`src/rtl/fir_coef_set_ctrl_if.sv`:
```
// Coefficient ROM read port and FIR tap-write handshake.
// master = set controller, slave = ROM + FIR tap bank.
interface fir_coef_set_ctrl_if #(
    parameter int SET_W  = 2,
    parameter int TAP_W  = 4,
    parameter int COEF_W = 16
);
    logic [SET_W+TAP_W-1:0] coef_rom_addr;
    logic [COEF_W-1:0]      coef_rom_data;
    logic                   coef_wr_en;
    logic [TAP_W-1:0]       coef_wr_idx;
    logic [COEF_W-1:0]      coef_wr_data;
    logic                   coef_wr_ready;

    modport master (
        output coef_rom_addr,
        input  coef_rom_data,
        output coef_wr_en,
        output coef_wr_idx,
        output coef_wr_data,
        input  coef_wr_ready
    );

    modport slave (
        input  coef_rom_addr,
        output coef_rom_data,
        input  coef_wr_en,
        input  coef_wr_idx,
        input  coef_wr_data,
        output coef_wr_ready
    );
endinterface

```
`src/rtl/fir_coef_set_ctrl.sv`:
```
// FIR coefficient set selector: button pulses pick a set, which is
// streamed from ROM into the FIR taps with the filter held disabled.
module fir_coef_set_ctrl #(
    parameter int NUM_SETS = 4,
    parameter int SET_W    = 2,
    parameter int NUM_TAPS = 16,
    parameter int TAP_W    = 4,
    parameter int COEF_W   = 16,
    parameter int TIMEOUT  = 1024
) (
    input  logic             clk50,
    input  logic             reset,
    input  logic             next_pulse,
    input  logic             prev_pulse,
    input  logic             bypass_pulse,
    fir_coef_set_ctrl_if.master bus,
    output logic             fir_enable,
    output logic             fir_bypass,
    output logic [SET_W-1:0] active_set,
    output logic             busy,
    output logic             load_done,
    output logic             load_error
);
    localparam int TMR_W = (TIMEOUT > 1) ? $clog2(TIMEOUT) : 1;

    typedef enum logic [2:0] {
        S_IDLE,
        S_RD,
        S_WAIT,
        S_WR,
        S_DONE
    } state_t;

    state_t state_q, state_d;

    logic [SET_W+TAP_W-1:0] addr_q, addr_d;
    logic                   wr_en_q, wr_en_d;
    logic [TAP_W-1:0]       wr_idx_q, wr_idx_d;
    logic [COEF_W-1:0]      wr_data_q, wr_data_d;
    logic                   fir_en_q, fir_en_d;
    logic                   bypass_q, bypass_d;
    logic [SET_W-1:0]       active_q, active_d;
    logic                   error_q, error_d;
    logic                   init_req_q, init_req_d;
    logic [SET_W-1:0]       pending_q, pending_d;
    logic [TAP_W-1:0]       tap_q, tap_d;
    logic [TMR_W-1:0]       timer_q, timer_d;

    logic last_tap;
    logic timer_exp;

    assign last_tap  = (tap_q == TAP_W'(NUM_TAPS - 1));
    assign timer_exp = (timer_q == TMR_W'(TIMEOUT - 1));

    // FSM state register
    always_ff @(posedge clk50) begin
        if (reset) begin
            state_q <= S_IDLE;
        end else begin
            state_q <= state_d;
        end
    end

    // Next state and datapath updates; bypass toggles independently of the FSM
    always_comb begin
        state_d    = state_q;
        addr_d     = addr_q;
        wr_en_d    = wr_en_q;
        wr_idx_d   = wr_idx_q;
        wr_data_d  = wr_data_q;
        fir_en_d   = fir_en_q;
        active_d   = active_q;
        error_d    = error_q;
        init_req_d = init_req_q;
        pending_d  = pending_q;
        tap_d      = tap_q;
        timer_d    = timer_q;
        bypass_d   = bypass_pulse ? ~bypass_q : bypass_q;

        unique case (state_q)
            S_IDLE: begin
                if (init_req_q) begin
                    init_req_d = 1'b0;
                    pending_d  = '0;
                    tap_d      = '0;
                    fir_en_d   = 1'b0;
                    state_d    = S_RD;
                end else if (next_pulse && !prev_pulse) begin
                    pending_d = active_q + SET_W'(1);
                    tap_d     = '0;
                    fir_en_d  = 1'b0;
                    state_d   = S_RD;
                end else if (prev_pulse && !next_pulse) begin
                    pending_d = active_q - SET_W'(1);
                    tap_d     = '0;
                    fir_en_d  = 1'b0;
                    state_d   = S_RD;
                end
            end
            S_RD: begin
                addr_d  = {pending_q, tap_q};
                state_d = S_WAIT;
            end
            S_WAIT: begin
                wr_data_d = bus.coef_rom_data;
                wr_idx_d  = tap_q;
                wr_en_d   = 1'b1;
                timer_d   = '0;
                state_d   = S_WR;
            end
            S_WR: begin
                if (bus.coef_wr_ready) begin
                    wr_en_d = 1'b0;
                    if (last_tap) begin
                        state_d = S_DONE;
                    end else begin
                        tap_d   = tap_q + TAP_W'(1);
                        state_d = S_RD;
                    end
                end else if (timer_exp) begin
                    wr_en_d = 1'b0;
                    error_d = 1'b1;
                    state_d = S_IDLE;
                end else begin
                    timer_d = timer_q + TMR_W'(1);
                end
            end
            S_DONE: begin
                active_d = pending_q;
                fir_en_d = 1'b1;
                error_d  = 1'b0;
                state_d  = S_IDLE;
            end
            default: begin
                state_d = S_IDLE;
            end
        endcase
    end

    // Datapath and status registers
    always_ff @(posedge clk50) begin
        if (reset) begin
            addr_q     <= '0;
            wr_en_q    <= 1'b0;
            wr_idx_q   <= '0;
            wr_data_q  <= '0;
            fir_en_q   <= 1'b0;
            bypass_q   <= 1'b0;
            active_q   <= '0;
            error_q    <= 1'b0;
            init_req_q <= 1'b1;
            pending_q  <= '0;
            tap_q      <= '0;
            timer_q    <= '0;
        end else begin
            addr_q     <= addr_d;
            wr_en_q    <= wr_en_d;
            wr_idx_q   <= wr_idx_d;
            wr_data_q  <= wr_data_d;
            fir_en_q   <= fir_en_d;
            bypass_q   <= bypass_d;
            active_q   <= active_d;
            error_q    <= error_d;
            init_req_q <= init_req_d;
            pending_q  <= pending_d;
            tap_q      <= tap_d;
            timer_q    <= timer_d;
        end
    end

    assign bus.coef_rom_addr = addr_q;
    assign bus.coef_wr_en    = wr_en_q;
    assign bus.coef_wr_idx   = wr_idx_q;
    assign bus.coef_wr_data  = wr_data_q;

    assign fir_enable = fir_en_q;
    assign fir_bypass = bypass_q;
    assign active_set = active_q;
    assign load_error = error_q;
    assign busy       = (state_q != S_IDLE);
    assign load_done  = (state_q == S_DONE);
endmodule

```
`src/flat_wrapper.sv`:
```
// flat-port wrapper written by rule: the top's interface ports become plain ports
module fir_coef_set_ctrl_flat 
#(
    parameter int NUM_SETS = 4,
    parameter int SET_W    = 2,
    parameter int NUM_TAPS = 16,
    parameter int TAP_W    = 4,
    parameter int COEF_W   = 16,
    parameter int TIMEOUT  = 1024
)
  (clk50, reset, next_pulse, prev_pulse, bypass_pulse, fir_enable, fir_bypass, active_set, busy, load_done, load_error, bus_coef_rom_addr, bus_coef_rom_data, bus_coef_wr_en, bus_coef_wr_idx, bus_coef_wr_data, bus_coef_wr_ready);
  fir_coef_set_ctrl_if #(.SET_W(SET_W), .TAP_W(TAP_W), .COEF_W(COEF_W)) bus_i ();
  input  logic clk50;
  input  logic reset;
  input  logic next_pulse;
  input  logic prev_pulse;
  input  logic bypass_pulse;
  output logic fir_enable;
  output logic fir_bypass;
  output logic [SET_W-1:0] active_set;
  output logic busy;
  output logic load_done;
  output logic load_error;
  output wire logic [$bits(bus_i.coef_rom_addr)-1:0] bus_coef_rom_addr;
  input wire logic [$bits(bus_i.coef_rom_data)-1:0] bus_coef_rom_data;
  output wire logic [$bits(bus_i.coef_wr_en)-1:0] bus_coef_wr_en;
  output wire logic [$bits(bus_i.coef_wr_idx)-1:0] bus_coef_wr_idx;
  output wire logic [$bits(bus_i.coef_wr_data)-1:0] bus_coef_wr_data;
  input wire logic [$bits(bus_i.coef_wr_ready)-1:0] bus_coef_wr_ready;
  assign bus_coef_rom_addr = bus_i.coef_rom_addr;
  assign bus_i.coef_rom_data = bus_coef_rom_data;
  assign bus_coef_wr_en = bus_i.coef_wr_en;
  assign bus_coef_wr_idx = bus_i.coef_wr_idx;
  assign bus_coef_wr_data = bus_i.coef_wr_data;
  assign bus_i.coef_wr_ready = bus_coef_wr_ready;
  fir_coef_set_ctrl #(.NUM_SETS(NUM_SETS), .SET_W(SET_W), .NUM_TAPS(NUM_TAPS), .TAP_W(TAP_W), .COEF_W(COEF_W), .TIMEOUT(TIMEOUT)) u_core (.clk50(clk50), .reset(reset), .next_pulse(next_pulse), .prev_pulse(prev_pulse), .bypass_pulse(bypass_pulse), .bus(bus_i), .fir_enable(fir_enable), .fir_bypass(fir_bypass), .active_set(active_set), .busy(busy), .load_done(load_done), .load_error(load_error));
endmodule
```
`config.mk`:
```
export PLATFORM = sky130hd
export DESIGN_NAME = fir_coef_set_ctrl_flat
export DESIGN_NICKNAME = d
export VERILOG_FILES = /design/src/rtl/fir_coef_set_ctrl_if.sv /design/src/rtl/fir_coef_set_ctrl.sv /design/src/flat_wrapper.sv
export SDC_FILE = /design/constraint.sdc
export NUM_CORES = 1
export LEC_CHECK = 0
export BUFFER_PORTS_ARGS = -buffer_cell sky130_fd_sc_hd__buf_2
export CORE_MARGIN = 2
export CORE_UTILIZATION = 50
export CTS_CLUSTER_SIZE = 8
export DETAILED_ROUTE_END_ITERATION = 7
export PLACE_DENSITY = 0.75
export SLEW_MARGIN = 30
export SYNTH_ARGS = -nofsm -noshare
export SYNTH_HDL_FRONTEND = slang
export SYNTH_SLANG_ARGS = --single-unit
```
`constraint.sdc`:
```
create_clock -name clk50 -period 4.6 [get_ports clk50]
set_clock_uncertainty 0.2 [all_clocks]
set_input_delay 0 -clock clk50 [delete_from_list [all_inputs] [get_ports clk50]]
set_output_delay 0 -clock clk50 [all_outputs]
set_load 0.005 [all_outputs]
```
Yosys cells after proc, flatten, opt, wreduce, memory -nomap -nowiden:

Index checks and enable logic that the tools add are counted.

* output and inout bits: 34
* logic and storage cells: 78
* flip-flop bits (word level): 52
* bits of input ports: 22

* reduce and logical (&&, ||, !) cells: 18
* add/subtract/negate cells: 4
* equal/unequal tests: 13
* multiplexer cells: 29
* bitwise logic cells: 1

Operators with widths (number)
* 10-bit 2-to-1 mux: 2
* 4-bit 2-to-1 mux: 5
* 10-bit one-hot mux with 2 select lines: 1
* 3-bit 2-to-1 mux: 6
* 3-bit one-hot mux with 4 select lines: 1
* 10-bit by 1-bit adder with 10-bit output, second input constant: 1
* 10-bit == test, second input constant: 1
* 2-bit != test, second input constant: 4
* 4-bit one-hot mux with 2 select lines: 1
* 2-bit AND reduction: 4
* 2-bit nonzero test: 4
* 1-bit 2-to-1 mux: 7
* 3-bit by 2-bit == test with 1-bit output, second input constant: 2
* 2-bit 2-to-1 mux: 3
* 1-bit one-hot mux with 2 select lines: 3
* 3-bit AND reduction: 2
* 3-bit nonzero test: 2
* 4-bit by 1-bit adder with 4-bit output, second input constant: 1
* 4-bit == test, second input constant: 1
* 4-bit by 1-bit != test with 1-bit output, second input constant: 1
* 4-bit AND reduction: 1
* 3-bit by 1-bit == test with 1-bit output, second input constant: 1
* 3-bit == test, second input constant: 1
* 3-bit logical NOT: 1
* 7 further kinds: 9

Logic depth before layout (Yosys ltp):

Gate-level depths: netlist (run 1).

* depth in word-level cells: 6
* mapped depth: 6
* depth with buffers taken out: 6

Least setup slack after synthesis (run 1):

No wires, ideal clock.

* kind: flip-flop to flip-flop
* start point: register u_core.timer_q[0]
* end point: register u_core.timer_q[4]
* arrival: 1.439 ns
* data required time: 4.269 ns
* cell stages (with the launch flop): 7
* clock period less this slack: 1.770 ns
* slack: 2.830 ns
* setup time: 0.131 ns
* path buffers: 1
* cells stage by stage: dfxtp_1 > ha_1 > and3_1 > and4_1 > buf_4 > o311ai_1 > o41ai_1

* word-level cells in the longest chain between the ends: 4
* elaborated cells on any way between the ends: 7
* classes of those cells: add/sub (1); eq/ne (2); mux (3); reduce/logical (1)

Ends and longest elaborated chain
* from (decl): RTL line fir_coef_set_ctrl.sv:47 `logic [TMR_W-1:0] timer_q, timer_d;`
* from (signal assigned): RTL line fir_coef_set_ctrl.sv:167 `timer_q <= timer_d;`
* 10-bit by 1-bit adder with 10-bit output: RTL line fir_coef_set_ctrl.sv:125 `timer_d = timer_q + TMR_W'(1);`
* 10-bit 2-to-1 mux: RTL line fir_coef_set_ctrl.sv:120 `end else if (timer_exp) begin`
* 10-bit 2-to-1 mux: RTL line fir_coef_set_ctrl.sv:112 `if (bus.coef_wr_ready) begin`
* 10-bit one-hot mux with 2 select lines: RTL line fir_coef_set_ctrl.sv:80 `unique case (state_q)`

Several ways; a longest one is shown, not always the timed one. The select of a mux whose other input is x is not followed.
A chain may end at the register's enable or synchronous reset.

Final worst setup path (run 1):

* start point: register u_core.state_q[1]
* end point: register u_core.wr_data_q[8] (netlist: u_core.bus.coef_wr_data[8])

* word-level cells in the longest chain between the ends: 1

Ends and longest elaborated chain
* from (decl): RTL line fir_coef_set_ctrl.sv:34 `state_t state_q, state_d;`
* from (signal assigned): RTL line fir_coef_set_ctrl.sv:60 `state_q <= state_d;`
* 3-bit by 2-bit == test with 1-bit output: RTL line fir_coef_set_ctrl.sv:80
* to (signal assigned): RTL line fir_coef_set_ctrl.sv:159 `wr_data_q <= wr_data_d;`
* to (decl): RTL line fir_coef_set_ctrl.sv:39 `logic [COEF_W-1:0] wr_data_q, wr_data_d;`

Every way passes these cells.

==> impl_results.md, run 1 <==
- WL met2: 2700 um
- Status: finished, final reports clean
- Number of global-route vias before repair: 2,059
- Crit start category: register
- Setup TNS: 0 ns
- Starting Density: 0.5217
- Minimum clock period: 2.008 ns
- Largest net degree at the start of global routing: 46
- Placed Cells: 350
- Fmax: 498.1 MHz
- Syn_area_per_cell: 8.934 um2
- Global route overflow: 0
- First-pass DRT Iterations: 4
- Critical path startpoint: u_core.state_q[1]
- Max Used Layer: met4
- Worst R2R Start: u_core.state_q[1]
- CTS root buffer: clkbuf_8
- PostCTS Resize Cnt: 0
- Routability cong.: 0.7989
- Commonest non-fill, non-tap cells in the layout: buf_2, dfxtp_1, nand2_1
- Flop and latch count out of synthesis: 52
- DRC viols: 0
- DR vias: 2,080
- Final instance area: 2868 um2
- Hold Vio Cnt, Final: 0
- Hold path startpoint: next_pulse
- Number of fill cells: 370
- Number of flops mapped to enable cells by yosys: 0
- HP Class: in2reg
- Layout cells sized above 1: 0.2431
- Crit-path slowest cell: and3_1
- DIE HEIGHT: 71.64 um
- Yosys top cell area share: 0.4551
- Post-DP HPWL: 3325 um
- First-pass GRT wire length: 8942 um
- Worst path max stage delay: 0.76 ns
- Multi-input gate area: 1149 um2
- Yosys cell types: 47
- Final non-filler cell total: 377
- RSZ-0062 raised after global routing: no
- Rows: 24
- CP arrival: 2.04 ns
- Post-route core utilization: 0.6541
- Clock slew at reported path FFs: 0.09 ns
- Worst path bufs/invs: 0
- Sequential element share of the synthesized area: 0.4551
- GR Util All Layers: 0.2195
- Relative slew margins: 0.4399
- Area growth, synth to finish: 25.38%
- PwrDens: 339.3 nW/um2
- Top Ports: 56
- Final nets: 350
- Routed Antenna Nets: 0
- Post-Syn Area: 2287 um2
- FF/Latch Area: 1041 um2
- Sink Count: 52
- Slew Viols, Final: 0
- Final antenna diode count: 0
- Syn_nets: 282
- Total Routed Length: 5224 um
- Crit path capture type: register
- CP required: 4.63 ns
- Initial antenna violation count: 0
- Pleak: 1.184 nW
- Critical Setup Path Class: reg2reg
- DRT iter0 DRCs: 126
- MaxCap Viol Count: 0
- Bufs on Longest Clock Path: 2
- PortBufs: 55
- Die X: 71.64 um
- Post-Syn Instances: 256
- Period utilisation layout: 0.4365
- Tot Pwr: 973.1 uW
- Avg Vias per Cell: 5.517
- Die area: 5132 um2
- Synth async-reset ratio: 0
- TritonCTS Buffers: 5
- DP Area: 2556 um2
- Clk_lat worst skew: 0.31 ns
- Met3 WL post-DR: 214 um
- Most common cell after layout, fill and taps aside: buf_2
- Synthesis Warnings: 0
- TritonCTS clock tree: yes
- Peak supply drop: 0.0002693 V
- Top cell family by delay on the critical path: simple AND/OR/NAND/NOR gates
- Final setup violation count: 0
- Top_reg_cell synth: dfxtp_1
- Leading area contributor after synthesis: dfxtp_1
- Crit-path cells: and3_1, nand2_1, a21oi_1
- Slew of the pin with the lowest slew margin: 0.8401 ns
- Wl on met1: 2197 um
- H-tree depth: 2
- Crit-path max FO: 22
- Top cells by area, synth: dfxtp_1, nand2_1, a21oi_1, mux2i_1, nor2_1
- Core Box Area: 4384 um2
- DR WL/cell: 13.86 um
==> sequential cells by signal (all words and copies together) (netlist names) <==
register                  flops
u_core.load_error             1
u_core.tap_q                  4
u_core.state_q                3
u_core.timer_q               10
u_core.bus.coef_wr_data      16
u_core.init_req_q             1
u_core.fir_bypass             1
u_core.active_set             2
u_core.bus.coef_wr_en         1
u_core.pending_q              2
u_core.bus.coef_wr_idx        4
u_core.bus.coef_rom_addr      6
u_core.fir_enable             1
==> per-layer routing <==
layer  up-vias  global-route usage
met3        11             0.05204
met1       991              0.2471
met2        46              0.3971
met4         0             0.08805
met5         -                   0
li1       1032                   -
==> tightest hold or removal path, stage by stage <==
cell,delay (ns)
buf_2,0.10
inv_1,0.05
ha_1,0.18
or4_1,0.12
a21oi_1,0.05
==> stage by stage <==
step / hold WS [ns] / setup WS (ns)
4_1_cts: 0.02570 / 2.618
6_report: 0.03924 / 2.592
3_5_place_dp: 0.04622 / 2.635
5_1_grt: 0.09798 / 2.396
2_1_floorplan: -0.06403 / 2.830
3_3_place_gp: 0.04136 / 2.681
==> power by group <==
part	leakage (nW)	internal [mW]	switching, mW
registers	0.421	0.471	0.0225
clock network	0.0614	0.178	0.154
logic	0.701	0.0670	0.0804
==> layout make-up <==
cell class              count  share of cell area
well taps                  52             0.02269
repair buffers             74              0.1623
multi-input cells         184              0.4005
clock inverters             2             0.01353
inverters                   7            0.009162
clock buffers               6             0.02880
flip-flops and latches     52              0.3630
==> worst paths after layout <==
kind,depth (start not counted),slack (ns),to
min,5,0.04,u_core.pending_q[1]
min reg2reg,2,0.25,u_core.bus.coef_wr_data[5]
max,3,2.59,u_core.bus.coef_wr_data[8]
max reg2reg,3,2.59,u_core.bus.coef_wr_data[8]
==> kinds of logic after synthesis <==
kind of cell | after synthesis | synth area share
AND/OR/NAND/NOR | 107 | 0.2380
flip-flops | 52 | 0.4551
AO/OA/AOI/OAI | 59 | 0.1833
buffers and inverters | 20 | 0.04267
XOR/XNOR | 4 | 0.01532
multiplexers | 10 | 0.04377
adder cells (fa/ha/maj) | 4 | 0.02188
==> synthesized netlist by cell type (2+ instances only) <==
cell type / instances
nor3_1: 3
nand3_1: 4
nor3_2: 2
a211oi_2: 2
clkbuf_1: 7
o21a_1: 2
o21ai_1: 2
dfxtp_1: 52
nor2b_1: 2
ha_1: 4
nor2_1: 19
a311oi_2: 2
o31a_1: 2
xnor2_1: 4
buf_2: 3
or4_1: 2
a21oi_1: 30
nor2_2: 2
inv_1: 6
mux2i_1: 10
and4_1: 3
nand4_1: 3
buf_6: 2
and3_1: 6
a31oi_1: 3
nand2b_1: 2
o31ai_1: 2
nand3b_1: 2
nand2_1: 51
o21ai_0: 5
==> what timing repair did <==
item,in CTS,in global routing
setup buffers,0,0
hold endpoints to repair,22,0
hold buffers,19,0
(Power assumes the default switching activity.)
==> run 2, diff against run 1 <==
--- a/config.mk
+++ b/config.mk
@@ -7,10 +7,10 @@
 export LEC_CHECK = 0
 export BUFFER_PORTS_ARGS = -buffer_cell sky130_fd_sc_hd__buf_2
 export CORE_MARGIN = 2
-export CORE_UTILIZATION = 50
+export CORE_UTILIZATION = 47
 export CTS_CLUSTER_SIZE = 8
 export DETAILED_ROUTE_END_ITERATION = 7
-export PLACE_DENSITY = 0.75
+export PLACE_DENSITY = 0.74
 export SLEW_MARGIN = 30
 export SYNTH_ARGS = -nofsm -noshare
 export SYNTH_HDL_FRONTEND = slang
==> constraint.sdc (replaced) <==
create_clock -name clk50 -period 1.7 [get_ports clk50]
set_clock_uncertainty 0.2 [all_clocks]
set_input_delay 0 -clock clk50 [delete_from_list [all_inputs] [get_ports clk50]]
set_output_delay 0 -clock clk50 [all_outputs]
set_load 0.005 [all_outputs]
==> run 2 against run 1 <==
  * The flow now finishes with violations (negative setup slack)
  * Non-clock buffer count rose by 32
  * Global-route usage is 0.090 points higher
  * Count of clock-buffer cells in the layout rose by 1
  * First-iteration DRC count increased by 26%
  * Sequential power rose to 2.7 times the previous value
  * Cell area up 13%
  * Clock power up 120%
  * Critical path depth rose by 4
  * Sequential cell count unchanged
  * Core utilization grew 3.1 points
  * Critical path type unchanged
  * Critical endpoint is now u_core.timer_q[5]
  * Largest power group unchanged
  * Highest routed layer unchanged
==> impl_results.md, run 2 (same netlist as run 1, synthesis figures left out) <==
- Status: complete, but fails checks
- Failing checks: negative setup slack
- Largest net degree at the start of global routing: 45
- Total Routed Length: 5887 um
- Setup TNS: -0.06430 ns
- Worst reg-to-reg setup slack: -0.04 ns
- Final worst slack: -0.03652 ns
- Max reg flops: 16
- Sequential Power Share: 0.512
- Initial antenna violation count: 0
- Final non-filler cell total: 424
- Met3 WL post-DR: 230 um
- Crit path capture type: register
- HP Class: in2reg
- Sink Count: 52
- Crit start category: register
- PwrDens: 796.7 nW/um2
- RSZ-0062 raised after global routing: yes
- Max Used Layer: met4
- WHS Path Cells: 5
- Hold path startpoint: prev_pulse
- DR vias: 2,177
- Hold Vio Cnt, Final: 0
- DIE HEIGHT: 73.76 um
- Core Box Area: 4723 um2
- Layout cells sized above 1: 0.3613
- First-pass DRT Iterations: 4
- Clk_lat worst skew: 0.31 ns
- Hold Crit Endpoint: u_core.tap_q[0]
- Area growth, synth to finish: 41.52%
- Crit Reg-Reg Endpoint: u_core.timer_q[5]
- DRC viols: 0
- Rows: 25
- MaxCap Viol Count: 0
- CTS root buffer: clkbuf_8
- Peak supply drop: 0.0005760 V
- Critical Setup Path Class: reg2reg
- Final nets: 382
- Number of global-route vias before repair: 2,058
- Wl on met1: 2561 um
- Starting Density: 0.4842
- TritonCTS clock tree: yes
- Tot Pwr: 2.579 mW
- GR Util All Layers: 0.2204
- Slew of the pin with the lowest slew margin: 0.4905 ns
- Routability cong.: 0.8549
- Switch Pwr: 716.7 uW
- Relative slew margins: 0.6730
- Die area: 5441 um2
- Global route overflow: 0
- Commonest non-fill, non-tap cells in the layout: buf_2, nand2_1, dfxtp_1
- Pleak: 1.341 nW
- Worst R2R Start: u_core.timer_q[1]
- CP arrival: 1.76 ns
- TritonCTS Buffers: 5
- Die X: 73.76 um
- PortBufs: 55
- Clk pwr share: 0.284
- DRT iter0 DRCs: 159
- WL met2: 3014 um
- Reg2reg path depth: 7
- Minimum clock period: 1.737 ns
- First-pass GRT wire length: 9335 um
- Clock slew at reported path FFs: 0.09 ns
- Post-DP HPWL: 3757 um
- Logic pwr share: 0.204
- Most common cell after layout, fill and taps aside: buf_2
- Pint: 1.862 mW
- Period utilisation layout: 1.021
- Final setup violation count: 3
- Top Ports: 56
- Slew Viols, Final: 0
- Sw Share: 0.2779
- CP required: 1.73 ns
- Final antenna diode count: 0
- Fmax: 575.9 MHz
- FF/Latch Area: 1049 um2
- Bufs on Longest Clock Path: 2
- Number of fill cells: 381
- Routed Antenna Nets: 0
- Crit-path max FO: 3
- DR WL/cell: 13.88 um
- H-tree depth: 2
- Multi-input gate area: 1246 um2
- Placed Cells: 392
- Avg Vias per Cell: 5.134
==> run 2: power groups by stage <==
stage               registers, mW  clock network (mW)  logic (mW)
global route                 1.33               0.798       0.578
detailed placement           1.34                   0       0.446
CTS                          1.32               0.749       0.498
floorplan                    1.34                   0       0.285
global placement             1.34                   0       0.440
finish                       1.32               0.733       0.525
==> run 2: worst max-delay path by stage <==
| stage | slack [ns] | start | to |
|---|---|---|---|
| final | -0.04 | u_core.timer_q[1] | u_core.timer_q[5] |
| after global routing | -0.06 | u_core.timer_q[0] | u_core.timer_q[2] |
| after CTS | -0.008 | u_core.timer_q[0] | u_core.timer_q[8] |
| after detailed placement | -0.04 | u_core.timer_q[0] | u_core.timer_q[5] |
| after global placement | 0.04 | u_core.tap_q[0] | u_core.tap_q[3] |
| after floorplan | 0.01 | u_core.timer_q[0] | u_core.timer_q[4] |
==> run 2: metal layers <==
metal,track usage,up-vias
met2,0.3899,46
li1,-,1094
met5,0,-
met3,0.03978,9
met1,0.2693,1028
met4,0.06869,0
==> run 2: cell type report <==
type,count,area share
clock buffers,7,0.02667
clock inverters,1,0.002319
inverters,7,0.008891
multi-input cells,184,0.3850
flip-flops and latches,52,0.3239
well taps,67,0.02590
repair buffers,106,0.2273
==> run 2: timing repair <==
action                                 in CTS  in global routing
pin swaps                                   2                  7
resized for setup                           6                 24
setup endpoints to repair                   7                 31
hold buffers                               20                  0
setup buffers                               1                  3
endpoints found under the hold margin      26                  0
==> run 2: critical path, stage by stage, from the launching register on <==
cell and delay, ns:
dfxtp_2 0.35, ha_4 0.16, and3_4 0.18, buf_6 0.12, a31oi_4 0.21, buf_6 0.14, a41oi_2 0.11, a311oi_2 0.20
==> run 2: per-stage QoR <==
| stage | utilization | setup slack, ns | instance area, um2 | hold slack, ns |
|---|---|---|---|---|
| 2_1_floorplan | - | 0.01086 | 2300 | -0.06403 |
| 3_3_place_gp | 0.5934 | 0.03679 | 2803 | 0.03993 |
| 3_5_place_dp | 0.5934 | -0.04020 | 2803 | 0.04255 |
| 4_1_cts | 0.6601 | -0.008185 | 3118 | 0.1225 |
| 5_1_grt | 0.6853 | -0.06091 | 3237 | 0.1813 |
| 6_report | 0.6853 | -0.03652 | 3237 | 0.1427 |
==> run 3, diff against run 2 <==
==> constraint.sdc (replaced) <==
create_clock -name clk50 -period 1.5 [get_ports clk50]
set_clock_uncertainty 0.2 [all_clocks]
set_input_delay 0.225 -clock clk50 [delete_from_list [all_inputs] [get_ports clk50]]
set_output_delay 0.225 -clock clk50 [all_outputs]
set_load 0.005 [all_outputs]
==> run 3 against run 2 <==
  * The flow still finishes with violations (negative setup slack)
  * Critical path type unchanged
  * Cell count grew 7.3%
  * First-iteration DRC count shrank 8.8%
  * Global-route usage grew 1.9 points
  * Fmax shrank 0.29%
  * Via count grew 14%
  * Non-clock buffer count grew 31
  * Highest routed layer unchanged
  * Clock power grew 12%
  * Critical endpoint is now u_core.timer_q[1]
  * Sequential share of layout area shrank 4.9 points
  * Core utilization grew 12 points
  * Count of clock-buffer cells in the layout shrank 1
  * Die area is the same
  * Combinational power grew 74%
==> impl_results.md, run 3 (same netlist as run 1, synthesis figures left out) <==
- Status: complete, but fails checks
- Failing checks: negative setup slack
- CP required: 1.54 ns
- MaxCap Viol Count: 0
- First-pass DRT Iterations: 4
- Grt peak-use layer: met2
- Final setup violation count: 50
- Layout cells sized above 1: 0.5438
- TritonCTS clock tree: yes
- Die X: 73.76 um
- Final antenna diode count: 0
- Max reg flops: 16
- HP Class: in2reg
- Post-DP HPWL: 3962 um
- WHS Path Cells: 2
- Routability cong.: 0.8049
- Crit-path max FO: 5
- Post-route core utilization: 0.8095
- DRC viols: 0
- M2 GR Usage: 0.4137
- Final nets: 413
- Most common cell after layout, fill and taps aside: buf_2
- Clock slew at reported path FFs: 0.10 ns
- Minimum clock period: 1.741 ns
- Final non-filler cell total: 455
- Avg Vias per Cell: 5.451
- Commonest non-fill, non-tap cells in the layout: buf_2, dfxtp_1, nand2_1
- DP Area: 3050 um2
- Worst reg-to-reg setup slack: -0.24 ns
- H-tree depth: 2
- Met3 GRT Util: 0.05487
- Final instance area: 3824 um2
- Largest net degree at the start of global routing: 21
- Initial antenna violation count: 0
- Setup TNS: -4.579 ns
- Placed Cells: 416
- Critical Setup Path Class: reg2reg
- Rows: 25
- Peak supply drop: 0.0008468 V
- Fmax: 574.2 MHz
- DR WL/cell: 17.21 um
- RSZ-0062 raised after global routing: yes
- Crit path capture type: register
- Sink Count: 52
- Period utilisation layout: 1.161
- PwrDens: 846.0 nW/um2
- Bufs on Longest Clock Path: 2
- Total Routed Length: 7831 um
- Crit start category: register
- Met1 Use GR: 0.2867
- Starting Density: 0.4842
- PortBufs: 55
- Clk_lat worst skew: 0.31 ns
- Final worst slack: -0.2415 ns
- CP arrival: 1.78 ns
- Area growth, synth to finish: 67.18%
- Pleak: 1.599 nW
- First-pass GRT wire length: 10,170 um
- Hold Vio Cnt, Final: 0
- Die area: 5441 um2
- DRT iter0 DRCs: 145
- CTS root buffer: clkbuf_8
- Reg2reg path depth: 8
- Routed Antenna Nets: 0
- Slew Viols, Final: 0
- Core Box Area: 4723 um2
- DR vias: 2,480
- Slew of the pin with the lowest slew margin: 0.3325 ns
- TritonCTS Buffers: 5
- Top Ports: 56
- Relative slew margins: 0.7776
- Global route overflow: 0
- GR Util All Layers: 0.2395
- Number of global-route vias before repair: 2,273
- DIE HEIGHT: 73.76 um
==> run 3: metrics by stage <==
| stage | hold WS [ns] | total power [mW] | worst slack, ns |
|---|---|---|---|
| after floorplan | 0.1610 | 1.863 | -0.1127 |
| after global placement | 0.2389 | 2.110 | -0.1533 |
| after detailed placement | 0.2440 | 2.120 | -0.1870 |
| after CTS | 0.01783 | 3.051 | -0.1821 |
| after global routing | 0.02104 | 3.354 | -0.2702 |
| final | 0.02475 | 3.235 | -0.2415 |
==> run 3: worst paths after layout <==
check                                     to                       start
setup / recovery           u_core.timer_q[1]           u_core.state_q[0]
setup reg to reg           u_core.timer_q[1]           u_core.state_q[0]
hold reg to reg   u_core.bus.coef_wr_data[5]  u_core.bus.coef_wr_data[5]
hold / removal             u_core.state_q[2]           bus_coef_wr_ready
==> run 3: final cells by class <==
type | instances | area (um2)
Inverter | 7 | 28.78
Sequential cell | 52 | 1052
Timing Repair Buffer | 137 | 1059
Clock inverter | 2 | 16.27
Multi-Input combinational cell | 184 | 1511
Fill cell | 257 | 899.6
Clock buffer | 6 | 72.57
Tap cell | 67 | 83.83
==> run 3: what timing repair did <==
| item | CTS | global route |
|---|---|---|
| pin swaps | 21 | 34 |
| buffers inserted | 11 | 4 |
| endpoints found under the hold margin | 17 | 0 |
| gates cloned | 0 | 3 |
| hold buffers | 17 | 0 |
| gates resized for setup | 37 | 65 |
| endpoints found under the setup margin | 42 | 51 |
==> run 3: metal layers <==
| layer | share of wire | wire (um) | vias up |
|---|---|---|---|
| met1 | 0.41 | 3241 | 1218 |
| met5 | 0 | 0 | - |
| met3 | 0.050 | 391 | 12 |
| met4 | 0.017 | 133 | 0 |
| li1 | - | - | 1164 |
| met2 | 0.52 | 4064 | 86 |
==> run 3: critical path: stages (launching register included) <==
cell,delay [ns]
dfxtp_2,0.37
buf_6,0.11
buf_6,0.11
nand4bb_4,0.15
a31oi_4,0.24
buf_6,0.15
buf_6,0.12
nand2_2,0.06
a21oi_2,0.15
==> run 3: power breakdown <==
part,internal (mW),switching [mW]
clock,0.333,0.488
combinational,0.472,0.442
sequential,1.45,0.0528
